**config.mk**
```make
export PLATFORM = sky130hd
export DESIGN_NAME = stoch_win_count_flat
export DESIGN_NICKNAME = d
export VERILOG_FILES = /design/src/rtl/stoch_win_count_if.sv /design/src/rtl/stoch_win_count.sv /design/src/flat_wrapper.sv
export SDC_FILE = /design/constraint.sdc
export NUM_CORES = 1
export LEC_CHECK = 0
export ABC_AREA = 1
export CORE_MARGIN = 4
export CORE_UTILIZATION = 45
export CTS_CLUSTER_DIAMETER = 100
export DETAILED_ROUTE_END_ITERATION = 8
export PLACE_DENSITY_LB_ADDON = 0.3
export SLEW_MARGIN = 20
export SYNTH_ARGS = -nofsm -noshare
export SYNTH_HDL_FRONTEND = slang
export SYNTH_SLANG_ARGS = --single-unit
```
**constraint.sdc**
```tcl
create_clock -name iClk -period 3.9 [get_ports iClk]
set_input_delay 0.585 -clock iClk [delete_from_list [all_inputs] [get_ports iClk]]
set_output_delay 0.585 -clock iClk [all_outputs]
set_load 0.05 [all_outputs]
```
**src/rtl/stoch_win_count_if.sv**
```systemverilog
// Bitstream input, window configuration and result strobe of stoch_win_count.
// With ERROR_CHECK_EN defined it also carries iProb (requested probability) and oErr/oMatch.
interface stoch_win_count_if #(
    parameter int BITWIDTH     = 8,
    parameter int BITWIDTHLOG2 = 3,
    parameter int FBITWIDTH    = 4
);
    logic                    iClr;
    logic                    iEn;
    logic [BITWIDTH-1:0]     iWindow;
    logic [BITWIDTHLOG2-1:0] iWINLOG2;
    logic                    iA;
    logic [BITWIDTH-1:0]     oCnt;
    logic [FBITWIDTH-1:0]    oProb;
    logic                    oValid;
    logic                    oSat;
`ifdef ERROR_CHECK_EN
    logic [FBITWIDTH-1:0]    iProb;
    logic [FBITWIDTH-1:0]    oErr;
    logic                    oMatch;
`endif

    modport master (
`ifdef ERROR_CHECK_EN
        output iProb,
        input  oErr, oMatch,
`endif
        output iClr, iEn, iWindow, iWINLOG2, iA,
        input  oCnt, oProb, oValid, oSat
    );

    modport slave (
`ifdef ERROR_CHECK_EN
        input  iProb,
        output oErr, oMatch,
`endif
        input  iClr, iEn, iWindow, iWINLOG2, iA,
        output oCnt, oProb, oValid, oSat
    );
endinterface

```
**src/rtl/stoch_win_count.sv**
```systemverilog
// Counts ones of a stochastic bitstream over power-of-two windows and reports count + probability.
// Optional ERROR_CHECK_EN: compares the measured probability with the iProb latched at window start.
module stoch_win_count #(
    parameter int BITWIDTH     = 8,
    parameter int BITWIDTHLOG2 = 3,
    parameter int FBITWIDTH    = 4
) (
    input  logic             iClk,
    input  logic             iRstN,
    stoch_win_count_if.slave bus,
    output logic             oState
);
    localparam int SW = BITWIDTH + FBITWIDTH;
    localparam logic [SW-1:0]        SAT_LIM = SW'(1) << (FBITWIDTH - 1);
    localparam logic [FBITWIDTH-1:0] PMAX    = {1'b0, {(FBITWIDTH-1){1'b1}}};

    typedef enum logic {IDLE = 1'b0, COUNT = 1'b1} state_t;

    state_t                  state;
    logic                    enD;
    logic [BITWIDTH-1:0]     ones;
    logic [BITWIDTH-1:0]     idx;
    logic [BITWIDTH-1:0]     winLen;
    logic [BITWIDTHLOG2-1:0] winLog;

    logic [BITWIDTH-1:0]     lenCur;
    logic [BITWIDTHLOG2-1:0] logCur;
    logic [BITWIDTH-1:0]     onesFinal;
    logic                    lastBit;
    logic [SW-1:0]           scaled;
    logic [FBITWIDTH-1:0]    probNext;
    logic                    satNext;

    // On the first bit of a window the latched length is not valid yet, so use the live inputs.
    always_comb begin
        lenCur    = (idx == '0) ? bus.iWindow : winLen;
        logCur    = (idx == '0) ? bus.iWINLOG2 : winLog;
        onesFinal = ones + BITWIDTH'(bus.iA);
        lastBit   = enD && (idx == lenCur - BITWIDTH'(1));
        scaled    = ({{FBITWIDTH{1'b0}}, onesFinal} << (FBITWIDTH - 1)) >> logCur;
        satNext   = (scaled >= SAT_LIM);
        probNext  = satNext ? PMAX : scaled[FBITWIDTH-1:0];
    end

`ifdef ERROR_CHECK_EN
    logic [FBITWIDTH-1:0] probLat;
    logic [FBITWIDTH-1:0] probCur;
    logic [FBITWIDTH-1:0] errNext;

    always_comb begin
        probCur = (idx == '0) ? bus.iProb : probLat;
        errNext = (probNext >= probCur) ? (probNext - probCur) : (probCur - probNext);
    end
`endif

    // oValid is a one-cycle strobe with no ready: the consumer samples oCnt/oProb/oSat while it
    // is high, and those outputs then hold until the next completed window.
    always_ff @(posedge iClk or negedge iRstN) begin
        if (!iRstN) begin
            state      <= IDLE;
            enD        <= 1'b0;
            ones       <= '0;
            idx        <= '0;
            winLen     <= '0;
            winLog     <= '0;
            bus.oCnt   <= '0;
            bus.oProb  <= '0;
            bus.oValid <= 1'b0;
            bus.oSat   <= 1'b0;
`ifdef ERROR_CHECK_EN
            probLat    <= '0;
            bus.oErr   <= '0;
            bus.oMatch <= 1'b0;
`endif
        end else begin
            enD        <= bus.iEn;
            bus.oValid <= 1'b0;
            if (bus.iClr) begin
                state     <= IDLE;
                ones      <= '0;
                idx       <= '0;
                bus.oCnt  <= '0;
                bus.oProb <= '0;
                bus.oSat  <= 1'b0;
`ifdef ERROR_CHECK_EN
                bus.oErr   <= '0;
                bus.oMatch <= 1'b0;
`endif
            end else if (!enD) begin
                state <= IDLE;
                ones  <= '0;
                idx   <= '0;
            end else begin
                state <= COUNT;
                if (idx == '0) begin
                    winLen <= bus.iWindow;
                    winLog <= bus.iWINLOG2;
`ifdef ERROR_CHECK_EN
                    probLat <= bus.iProb;
`endif
                end
                if (lastBit) begin
                    ones       <= '0;
                    idx        <= '0;
                    bus.oCnt   <= onesFinal;
                    bus.oProb  <= probNext;
                    bus.oSat   <= satNext;
                    bus.oValid <= 1'b1;
`ifdef ERROR_CHECK_EN
                    bus.oErr   <= errNext;
                    bus.oMatch <= (errNext == '0);
`endif
                end else begin
                    ones <= onesFinal;
                    idx  <= idx + BITWIDTH'(1);
                end
            end
        end
    end

    assign oState = state;
endmodule

```
**src/flat_wrapper.sv**
```systemverilog
// flat-port wrapper written by rule: the top's interface ports become plain ports
module stoch_win_count_flat 
#(
    parameter int BITWIDTH     = 8,
    parameter int BITWIDTHLOG2 = 3,
    parameter int FBITWIDTH    = 4
)
  (iClk, iRstN, oState, bus_iClr, bus_iEn, bus_iWindow, bus_iWINLOG2, bus_iA, bus_oCnt, bus_oProb, bus_oValid, bus_oSat);
  stoch_win_count_if #(.BITWIDTH(BITWIDTH), .BITWIDTHLOG2(BITWIDTHLOG2), .FBITWIDTH(FBITWIDTH)) bus_i ();
  input  logic iClk;
  input  logic iRstN;
  output logic oState;
  input wire logic [$bits(bus_i.iClr)-1:0] bus_iClr;
  input wire logic [$bits(bus_i.iEn)-1:0] bus_iEn;
  input wire logic [$bits(bus_i.iWindow)-1:0] bus_iWindow;
  input wire logic [$bits(bus_i.iWINLOG2)-1:0] bus_iWINLOG2;
  input wire logic [$bits(bus_i.iA)-1:0] bus_iA;
  output wire logic [$bits(bus_i.oCnt)-1:0] bus_oCnt;
  output wire logic [$bits(bus_i.oProb)-1:0] bus_oProb;
  output wire logic [$bits(bus_i.oValid)-1:0] bus_oValid;
  output wire logic [$bits(bus_i.oSat)-1:0] bus_oSat;
  assign bus_i.iClr = bus_iClr;
  assign bus_i.iEn = bus_iEn;
  assign bus_i.iWindow = bus_iWindow;
  assign bus_i.iWINLOG2 = bus_iWINLOG2;
  assign bus_i.iA = bus_iA;
  assign bus_oCnt = bus_i.oCnt;
  assign bus_oProb = bus_i.oProb;
  assign bus_oValid = bus_i.oValid;
  assign bus_oSat = bus_i.oSat;
  stoch_win_count #(.BITWIDTH(BITWIDTH), .BITWIDTHLOG2(BITWIDTHLOG2), .FBITWIDTH(FBITWIDTH)) u_core (.iClk(iClk), .iRstN(iRstN), .bus(bus_i), .oState(oState));
endmodule
```
==> reports/qor.csv, run 1 <==
stage,metric,value,unit
worst_setup_path,"most used cell, CP",nand2_1,
place,pre-CTS WS,0.876,ns
floorplan,Die X,88.6,um
sta,max-slew violations,0,
finish,share of cells above drive strength 1,15.3,%
yosys,top post-synthesis cells by area,"dfrtp_1 37%, nand2_1 16%, nand3_1 8.7%",
worst_setup_path,CP required,4.07,ns
worst_setup_path,Worst setup SP type,flop,
drt,post-route ant nets,0,
sta,Setup Total Neg Slack,0,ns
yosys,cell area after synthesis,2930,um2
place,Post-DP Area,3250,um2
floorplan,row count,29,
floorplan,Starting Density,46.1,%
yosys,Ys Warns,0,
clock_tree,H-tree lvl count,2,
global_route,antenna violations before repair,0,
drt,vias,2524,
drt,DRC viols,0,
worst_setup_path,critical path type,reg -> reg,
clock_tree,CTS tree,done,
clock_tree,CTS Buffer Depth,2,
clock_tree,Post-CTS Setup Inserts,0,
drt,number of DRC markers in iteration 0,172,
global_route,first-pass GRT wire length,11200,um
finish,final std cells w/o fill,501,
power_and_ir_drop,Net Switching,0.000344,W
sta,relative slew slack,35.0,%
worst_setup_path,CP Max Fanout,19,
yosys,syn avg cell area,7.47,um2
clock_tree,clk_lat worst skew,0.30,ns
drt,final wirelength,6280,um
place,placed cells,493,
place,RD Place Congestion,0.880,
flow_run,maxcap violations,0,
sta,Setup Skew,0.0138,ns
sta,final worst path period share,76.8,%
worst_setup_path,slowest CP cell,dfrtp_1,
sta,Tmin final,2.99,ns
clock_tree,clock buffer count from CTS,5,
sta,FMAX,0.334,GHz
worst_setup_path,CP Capture Type,flop,
yosys,Syn Nets,413,
finish,Area Growth Syn to Fin,14.1,%
yosys,Cells after Synth,392,
global_route,largest net degree at the start of global routing,44,
finish,final instance area,3340,um2
yosys,"FF+latch count, synth",43,
global_route,grt total ovfl,0,
sta,Worst Max-Slew Pin Slew,0.974,ns
drt,Routed WL per cell,12.5,um
clock_tree,cts hold-fix bufs,0,
finish,Filler cells,612,
global_route,GRT Total Usage,18.2,%
power_and_ir_drop,Sw Share,33.5,%
clock_tree,clk slew on worst S/H paths,0.09,ns
status,status,finished clean,
yosys,post-synth top area share,36.8,%
sta,setup violators final,0,
power_and_ir_drop,static leakage,1.75,nW
worst_setup_path,CP peak stage delay,0.45,ns
global_route,vias in the first global route,2363,
power_and_ir_drop,Pint,0.000682,W
floorplan,Die Y,88.6,um
sta,Final WS setup,0.906,ns
worst_setup_path,crit path DAT,3.16,ns
power_and_ir_drop,Pwr Density,307,nW/um2
place,PortBufs,30,
clock_tree,# clock sinks,43,
yosys,post-synth cell types,34,
clock_tree,post-CTS sizing,0,
power_and_ir_drop,clock power share,27.7,%
yosys,"area leader, netlist",dfrtp_1,
drt,Vias/cell,5.04,
drt,first-pass detailed-route iteration total,4,
power_and_ir_drop,sequential share of power,47.4,%
worst_setup_path,worst path cell trace,inv_1 > ha_1 > nand2_1 > nor2_4 > nand2_4 > nand2_1 > nand2_1 > ha_1 > xor2_1 > inv_1 > nand2_1 > nand2_1 > nand3_1 > nor2_2 > nand2_2 > inv_2 > nand2_4 > nand2_4 > nor3_1,
sta,RSZ-0062 raised after global routing,false,
yosys,sequential-to-total area share from yosys stat,36.8,%
finish,# nets final,444,
clock_tree,CTS Root Cell,clkbuf_8,
finish,# diodes,0,
power_and_ir_drop,VDD IR max,0.173,mV
worst_hold_path,Hold WC Path Type,in -> async,
floorplan,total die area,7860,um2
place,DP HPWL,4780,um
power_and_ir_drop,power share of the combinational group,25.0,%
sta,Final Hold Fails,0,
floorplan,Core Area,6350,um2
floorplan,Ports,31,
-- through the flow --
stage	util (%)	total power (W)	hold slack, ns
2_1_floorplan	-	0.000688	0.289
3_3_place_gp	51.2	0.000749	0.472
3_5_place_dp	51.2	0.000750	0.481
4_1_cts	52.6	0.00104	0.470
5_1_grt	52.6	0.00110	0.510
6_report	52.6	0.00103	0.435
-- critical path, delay by kind of cell (launching register included) --
kind	cells	cell delay [ns]
flops	1	0.45
buf+inv	3	0.29
xor+xnor	1	0.16
fa+ha+maj	2	0.43
simple gates	13	1.52
-- logic make-up (layout without fill, tap and decap cells) --
family | after synthesis | after routing | synth area share (%)
adder cells (fa/ha/maj) | 5 | 5 | 2.14
AND/OR/NAND/NOR | 248 | 248 | 43.7
buffers and inverters | 62 | 94 | 9.66
AO/OA/AOI/OAI | 24 | 24 | 4.70
XOR/XNOR | 10 | 10 | 2.99
flip-flops | 43 | 43 | 36.8
-- power groups by stage --
| stage | clock (W) | combinational (W) | sequential, W |
|---|---|---|---|
| final | 0.000284 | 0.000256 | 0.000486 |
| after global routing | 0.000315 | 0.000296 | 0.000490 |
| after CTS | 0.000295 | 0.000257 | 0.000485 |
| after detailed placement | 0 | 0.000256 | 0.000494 |
| after global placement | 0 | 0.000256 | 0.000493 |
| after floorplan | 0 | 0.000195 | 0.000493 |
-- cell usage after synthesis --
| library cell | instances |
|---|---|
| inv_2 | 7 |
| ha_1 | 5 |
| o21ai_0 | 15 |
| a21oi_2 | 1 |
| buf_1 | 1 |
| nor3_2 | 1 |
| a31oi_1 | 1 |
| and3_1 | 1 |
| buf_8 | 1 |
| o31ai_1 | 1 |
| o21ai_2 | 2 |
| o21a_1 | 1 |
| nand4_1 | 2 |
| nor3_1 | 4 |
| nand3_4 | 2 |
| nor2_1 | 14 |
| o21ai_1 | 1 |
| buf_12 | 1 |
| a21oi_1 | 2 |
| nand3_2 | 3 |
| buf_6 | 3 |
| nand2_4 | 5 |
| xor2_1 | 9 |
| nor2_8 | 1 |
| dfrtp_1 | 43 |
| nand2_2 | 13 |
| inv_1 | 47 |
| clkbuf_1 | 2 |
| nor2_4 | 13 |
| nand3b_1 | 5 |
| nor2_2 | 7 |
| xnor2_1 | 1 |
| nand2_1 | 126 |
| nand3_1 | 51 |
-- per-layer routing --
layer / routed length [um] / vias up / GRT usage, % / part of all wire [%]
li1: - / 1292 / - / -
met1: 3140 / 1167 / 26.3 / 50
met2: 2780 / 60 / 27.9 / 44
met3: 280 / 5 / 3.26 / 4.5
met4: 76 / 0 / 4.95 / 1.2
met5: 0 / - / 0 / 0
-- layout by cell type (no fill, tap or decap) --
| cell type | n |
|---|---|
| nand2_1 | 126 |
| nand3_1 | 51 |
| inv_1 | 47 |
| dfrtp_1 | 43 |
| clkdlybuf4s50_1 | 29 |
| o21ai_0 | 15 |
| nor2_1 | 14 |
| nor2_4 | 13 |
| nand2_2 | 13 |
| xor2_1 | 9 |
| inv_2 | 7 |
| nor2_2 | 7 |
| nand2_4 | 5 |
| nand3b_1 | 5 |
| ha_1 | 5 |
| clkbuf_8 | 5 |
| nor3_1 | 4 |
| nand3_2 | 3 |
| nand3_4 | 2 |
| nand4_1 | 2 |
| o21ai_2 | 2 |
| a21oi_1 | 2 |
| buf_4 | 2 |
| a21oi_2 | 1 |
| a31oi_1 | 1 |
| xnor2_1 | 1 |
| nor2_8 | 1 |
| o21ai_1 | 1 |
| o21a_1 | 1 |
| and3_1 | 1 |
| nor3_2 | 1 |
| o31ai_1 | 1 |
| clkinv_2 | 1 |
| clkinvlp_4 | 1 |
| clkbuf_1 | 1 |
| buf_2 | 1 |
-- registers in the layout (all words and copies together), names as in the netlist --
register / count
u_core.bus.oCnt: 8
u_core.bus.oProb: 4
u_core.bus.oSat: 1
u_core.bus.oValid: 1
u_core.enD: 1
u_core.idx: 8
u_core.oState: 1
u_core.ones: 8
u_core.winLen: 8
u_core.winLog: 3
-- final cells by class --
class | count | area, um2 | area share, %
Multi-Input combinational cell | 287 | 1570 | 47.0
Sequential cell | 43 | 1080 | 32.2
Timing Repair Buffer | 32 | 310 | 9.30
Inverter | 54 | 203 | 6.07
Tap cell | 77 | 96.3 | 2.89
Clock buffer | 6 | 72.6 | 2.17
Clock inverter | 2 | 12.5 | 0.375
-- path summary, 6_finish.rpt --
kind,startpoint,endpoint,slack [ns],cells after the start
worst max-delay path,u_core.idx[0],u_core.idx[5],0.91,19
worst min-delay path,iRstN,u_core.bus.oCnt[3],0.44,1
worst max register to register,u_core.idx[0],u_core.idx[5],0.91,19
worst min register to register,u_core.winLen[7],u_core.winLen[7],0.49,2
max in group asynchronous,iRstN,u_core.winLen[6],2.86,1
min in group iClk,u_core.winLen[7],u_core.winLen[7],0.49,2
Note: power is estimated with default switching activity, not from simulation.
==> run 2, diff against run 1 <==
==> constraint.sdc (replaced) <==
create_clock -name iClk -period 2.8 [get_ports iClk]
set_input_delay 0.42 -clock iClk [delete_from_list [all_inputs] [get_ports iClk]]
set_output_delay 0.42 -clock iClk [all_outputs]
set_load 0.05 [all_outputs]
==> run 2 against run 1 <==
Non-clock buffer count rose by 10. Total power rose by 54%. Via count rose by 2.1%. Clock power rose by 86%. Worst hold slack got worse by 0.34 ns. Sequential share of layout area fell by 1.4 points. Global-route usage fell by 0.15 points. Wire length rose by 6.9%. Critical path type unchanged.
==> reports/qor.csv, run 2 (synthesized netlist as in run 1, its figures left out) <==
stage,metric,value,unit,change
worst_setup_path,CP required,3.04,ns,-1.03 ns
power_and_ir_drop,static leakage,1.82,nW,+4.1%
sta,Setup Skew,0.00796,ns,-0.00584 ns
floorplan,Ports,31,,unchanged
drt,DRC viols,0,,unchanged
drt,vias,2578,,+2.1%
global_route,largest net degree at the start of global routing,44,,unchanged
worst_setup_path,crit path DAT,2.85,ns,-0.31 ns
floorplan,Die Y,88.6,um,unchanged
worst_setup_path,"most used cell, CP",nand2_1,,
drt,number of DRC markers in iteration 0,131,,-24%
worst_setup_path,critical path type,reg -> reg,,
clock_tree,# clock sinks,43,,unchanged
worst_setup_path,RR Startpoint,u_core.idx[0],,
power_and_ir_drop,Pwr Density,452,nW/um2,+47%
sta,Final Hold Fails,0,,unchanged
worst_hold_path,Hold WC Path Type,in -> async,,
clock_tree,clock buffer count from CTS,5,,unchanged
drt,final wirelength,6710,um,+6.9%
clock_tree,H-tree lvl count,2,,unchanged
worst_setup_path,Worst setup SP type,flop,,
sta,Worst Max-Slew Pin Slew,0.849,ns,-0.126 ns
place,PortBufs,30,,unchanged
sta,max-slew violations,0,,unchanged
global_route,first-pass GRT wire length,11200,um,unchanged
clock_tree,clk_lat worst skew,0.30,ns,about the same
sta,setup violators final,0,,unchanged
clock_tree,CTS tree,done,,
finish,# nets final,456,,+2.7%
worst_setup_path,r2r worst-path depth,18,,-1
worst_setup_path,Reg2Reg Capture Point,u_core.bus.oCnt[6],,
finish,final std cells w/o fill,513,,+2.4%
finish,most common library cell in the layout ignoring fill and taps,nand2_1,,
worst_setup_path,CP Max Fanout,5,,-14
worst_setup_path,CP peak stage delay,0.39,ns,-0.06 ns
floorplan,row count,29,,unchanged
place,placed cells,501,,+1.6%
sta,final worst path period share,93.0,%,+16 points
global_route,grt total ovfl,0,,unchanged
sta,Tmin final,2.61,ns,-0.389 ns
clock_tree,clk slew on worst S/H paths,0.09,ns,about the same
finish,Area Growth Syn to Fin,19.3,%,
worst_setup_path,Reg2Reg Setup Slack,0.19,ns,-0.71 ns
clock_tree,CTS Buffer Depth,2,,unchanged
worst_setup_path,worst path cell trace,inv_1 > ha_1 > nand2_1 > nor2_4 > nand3b_1 > nand2_1 > ha_2 > xor2_1 > nand2_1 > nand2_1 > nand3_1 > nor2_2 > nand2_2 > inv_2 > nand2_4 > nor2_8 > nand2_1 > nand2_1,,
global_route,antenna violations before repair,0,,unchanged
finish,final instance area,3490,um2,+4.6%
place,RD Place Congestion,0.889,,+1.1%
finish,most frequent cells in the layout,"126 x nand2_1, 51 x nand3_1, 47 x inv_1",,
floorplan,Starting Density,46.1,%,unchanged
drt,post-route ant nets,0,,unchanged
floorplan,Die X,88.6,um,unchanged
sta,FMAX,0.384,GHz,+15%
drt,Vias/cell,5.03,,-0.25%
finish,share of cells above drive strength 1,18.3,%,+3.0 points
worst_setup_path,CP Capture Type,flop,,
place,Post-DP Area,3310,um2,+1.8%
drt,first-pass detailed-route iteration total,4,,unchanged
sta,WHS,0.0977,ns,-0.338 ns
drt,Routed WL per cell,13.1,um,+4.4%
finish,# diodes,0,,unchanged
global_route,vias in the first global route,2373,,+0.42%
worst_setup_path,slowest CP cell,dfrtp_1,,
clock_tree,CTS Root Cell,clkbuf_8,,
flow_run,maxcap violations,0,,unchanged
place,DP HPWL,4960,um,+3.7%
global_route,GRT Total Usage,18.0,%,-0.15 points
power_and_ir_drop,VDD IR max,0.223,mV,+29%
floorplan,total die area,7860,um2,unchanged
floorplan,Core Area,6350,um2,unchanged
sta,relative slew slack,43.4,%,+8.3 points
status,status,finished clean,,
worst_setup_path,CP startpoint,u_core.idx[0],,
[run 2: cell type report]
class,instances,area (um2)
flip-flops and latches,43,1080
clock inverters,2,38.8
repair buffers,42,388
inverters,54,203
multi-input cells,289,1610
clock buffers,6,82.6
well taps,77,96.3
fillers,614,2860
[run 2: per-layer routing]
metal / wire, um / share of wire (%) / global-route usage [%]
met5: 0 / 0 / 0
met4: 93 / 1.4 / 4.95
met3: 254 / 3.8 / 2.79
met2: 3120 / 46 / 28.9
met1: 3250 / 48 / 25.3
[run 2: timing repair]
action | CTS | global route
hold buffers | 0 | 0
endpoints found under the setup margin | 0 | 29
buffers inserted | 0 | 2
resized for setup | 0 | 3
[run 2: report_power, final]
group	total (W)	switching, W	internal [W]
sequential	0.000676	0.0000245	0.000651
combinational	0.000375	0.000241	0.000134
clock	0.000528	0.000234	0.000294
[run 2: how the worst max path moves through the flow]
stage / end / slack [ns] / cells after the start
CTS: u_core.ones[1] / 0.05 / 19
finish: u_core.bus.oCnt[6] / 0.19 / 18
global route: u_core.bus.oCnt[1] / -0.01 / 20
floorplan: u_core.ones[2] / 0.25 / 20
detailed placement: u_core.idx[5] / 0.07 / 19
global placement: u_core.idx[5] / 0.12 / 19
[run 2: worst max-delay path, delay by kind of cell (launching register included)]
kind          cells  cell delay, ns
xor+xnor          1            0.18
flops             1            0.39
buf+inv           2            0.21
simple gates     13            1.33
fa+ha+maj         2            0.41
[run 2: metrics by stage]
step	power, W	util, %	setup slack [ns]	setup TNS, ns
6_report	0.00158	55.0	0.195	0
5_1_grt	0.00168	55.0	-0.0109	-0.0471
4_1_cts	0.00159	54.1	0.0459	0
3_5_place_dp	0.00105	52.2	0.0695	0
3_3_place_gp	0.00105	52.2	0.116	0
2_1_floorplan	0.000958	-	0.245	0
==> run 3, diff against run 2 <==
--- a/config.mk
+++ b/config.mk
@@ -10,6 +10,7 @@
 export CORE_UTILIZATION = 45
 export CTS_CLUSTER_DIAMETER = 100
 export DETAILED_ROUTE_END_ITERATION = 8
+export GPL_ROUTABILITY_DRIVEN = 0
 export PLACE_DENSITY_LB_ADDON = 0.3
 export SLEW_MARGIN = 20
 export SYNTH_ARGS = -nofsm -noshare
==> run 3 against run 2 <==
Worst hold slack better by 0.0097 ns. Clock skew hardly changed. Utilization is 0.14 points higher. Global-route usage is 0.79 points higher. Critical path type unchanged. Largest cell class unchanged. Highest routed layer unchanged.
==> reports/qor.csv, run 3 (synthesized netlist as in run 1, its figures left out) <==
stage,metric,value,unit,change
status,status,finished clean,,
finish,# diodes,0,,unchanged
worst_setup_path,Worst setup SP type,flop,,
finish,register area,1080,um2,unchanged
finish,Filler cells,599,,-2.4%
drt,DRC viols,0,,unchanged
floorplan,Die X,88.6,um,unchanged
finish,share of cells above drive strength 1,18.8,%,+0.42 points
worst_setup_path,CP Capture Type,flop,,
global_route,first-pass GRT wire length,11700,um,+3.9%
drt,first-pass detailed-route iteration total,4,,unchanged
sta,max-slew violations,0,,unchanged
clock_tree,CTS tree,done,,
global_route,antenna violations before repair,0,,unchanged
floorplan,Die Y,88.6,um,unchanged
sta,Final Hold Fails,0,,unchanged
finish,Area Growth Syn to Fin,19.6,%,
place,PortBufs,30,,unchanged
global_route,GRT Total Usage,18.8,%,+0.79 points
finish,final std cells w/o fill,514,,+0.19%
place,DP HPWL,5030,um,+1.5%
worst_setup_path,Reg2Reg Capture Point,u_core.bus.oCnt[0],,
finish,most frequent cells in the layout,"125 x nand2_1, 51 x nand3_1, 46 x inv_1",,
worst_setup_path,CP required,3.05,ns,about the same
sta,setup violators final,0,,unchanged
sta,relative slew slack,41.5,%,-1.9 points
clock_tree,clk_lat worst skew,0.31,ns,about the same
worst_setup_path,worst path cell trace,inv_1 > ha_2 > nand2_1 > nor2_4 > nand2_4 > nand2_1 > nand2_1 > ha_2 > xor2_1 > nand3_1 > nor2_2 > nand2_2 > clkinv_4 > nand2_8 > nor2_8 > nand2_1 > nand2_1,,
floorplan,Ports,31,,unchanged
sta,Setup Skew,0.00818,ns,+0.000224 ns
clock_tree,# clock sinks,43,,unchanged
clock_tree,clk slew on worst S/H paths,0.09,ns,about the same
flow_run,maxcap violations,0,,unchanged
drt,Vias/cell,5.12,,+1.9%
clock_tree,CTS Root Cell,clkbuf_8,,
drt,Routed WL per cell,13.7,um,+4.9%
worst_setup_path,worst path bufs/invs,2,,unchanged
finish,Multi-input gate area,1630,um2,+1.6%
drt,number of DRC markers in iteration 0,177,,+35%
clock_tree,H-tree lvl count,2,,unchanged
worst_setup_path,CP top delay family,simple AND/OR/NAND/NOR gates,,
drt,post-route ant nets,0,,unchanged
global_route,vias in the first global route,2487,,+4.8%
floorplan,Core Area,6350,um2,unchanged
power_and_ir_drop,VDD IR max,0.327,mV,+47%
worst_setup_path,CP peak stage delay,0.42,ns,+0.03 ns
sta,final worst path period share,95.9,%,+2.9 points
sta,Tmin final,2.69,ns,+0.0808 ns
worst_setup_path,slowest CP cell,dfrtp_1,,
floorplan,total die area,7860,um2,unchanged
drt,vias,2633,,+2.1%
global_route,largest net degree at the start of global routing,44,,unchanged
sta,Worst Max-Slew Pin Slew,0.877,ns,+0.0281 ns
power_and_ir_drop,Pwr Density,429,nW/um2,-5.1%
worst_setup_path,Reg2Reg Setup Slack,0.11,ns,-0.08 ns
worst_setup_path,RR Startpoint,u_core.idx[1],,
worst_setup_path,critical path type,reg -> reg,,
finish,# nets final,457,,+0.22%
worst_setup_path,CP Max Fanout,6,,+1
sta,FMAX,0.372,GHz,-3.0%
worst_hold_path,Hold WC Path Type,in -> async,,
worst_setup_path,r2r worst-path depth,17,,-1
floorplan,Starting Density,46.1,%,unchanged
clock_tree,CTS Buffer Depth,2,,unchanged
global_route,grt total ovfl,0,,unchanged
worst_setup_path,"most used cell, CP",nand2_1,,
place,pre-CTS WS,0.00539,ns,-0.0642 ns
place,placed cells,500,,-0.20%
drt,final wirelength,7060,um,+5.1%
power_and_ir_drop,total power,0.00150,W,-4.8%
worst_setup_path,crit path DAT,2.93,ns,+0.08 ns
finish,most common library cell in the layout ignoring fill and taps,nand2_1,,
sta,Final WS setup,0.114,ns,-0.0808 ns
clock_tree,clock buffer count from CTS,5,,unchanged
power_and_ir_drop,static leakage,1.79,nW,-1.5%
floorplan,row count,29,,unchanged
sta,Setup Total Neg Slack,0,ns,unchanged
## run 3: final cells by class
type                    count  area share [%]
clock buffers               7            2.47
clock inverters             1           0.250
inverters                  54            5.93
multi-input cells         290            46.7
flip-flops and latches     43            30.7
well taps                  77            2.75
repair buffers             42            11.2
## run 3: stage by stage
stage | hold slack [ns] | instance area [um2] | util [%]
final | 0.107 | 3500 | 55.1
after global routing | 0.143 | 3500 | 55.1
after CTS | 0.299 | 3410 | 53.7
after detailed placement | 0.482 | 3310 | 52.1
after global placement | 0.471 | 3310 | 52.1
after floorplan | 0.124 | 2930 | -
## run 3: metal layers
| layer | track usage (%) | share of wire (%) | up-vias |
|---|---|---|---|
| li1 | - | - | 1332 |
| met4 | 6.18 | 2.3 | 0 |
| met5 | 0 | 0 | - |
| met3 | 2.98 | 4.1 | 14 |
| met1 | 25.4 | 47 | 1218 |
| met2 | 30.8 | 46 | 69 |
## run 3: what timing repair did
item / in CTS / in global routing
endpoints found under the setup margin: 1 / 30
resized for setup: 1 / 9
endpoints found under the hold margin: 0 / 0
buffers inserted: 0 / 3
gates cloned: 0 / 3
pin swaps: 0 / 4
hold buffers: 0 / 0
## run 3: where the power goes
part | switching, W | internal, W | leakage [nW] | total (W)
registers | 0.0000258 | 0.000651 | 0.578 | 0.000677
logic | 0.000255 | 0.000138 | 1.17 | 0.000393
clock network | 0.000230 | 0.000203 | 0.0484 | 0.000433
## run 3: worst register-to-register path: stages (launching register included)
cell and delay [ns]:
dfrtp_1 0.42, inv_1 0.09, ha_2 0.18, nand2_1 0.09
nor2_4 0.14, nand2_4 0.09, nand2_1 0.06, nand2_1 0.11
ha_2 0.37, xor2_1 0.21, nand3_1 0.12, nor2_2 0.12
nand2_2 0.09, clkinv_4 0.10, nand2_8 0.10, nor2_8 0.17
nand2_1 0.10, nand2_1 0.07
## run 3: how the worst max path moves through the flow
stage	slack [ns]	cells after the start	endpoint	start
6_report	0.11	17	u_core.bus.oCnt[0]	u_core.idx[1]
5_1_grt	-0.06	17	u_core.bus.oCnt[0]	u_core.idx[1]
3_5_place_dp	0.005	19	u_core.idx[5]	u_core.idx[1]
2_1_floorplan	0.25	20	u_core.ones[2]	u_core.idx[0]
3_3_place_gp	0.12	19	u_core.idx[5]	u_core.idx[1]
4_1_cts	0.08	17	u_core.idx[5]	u_core.idx[1]
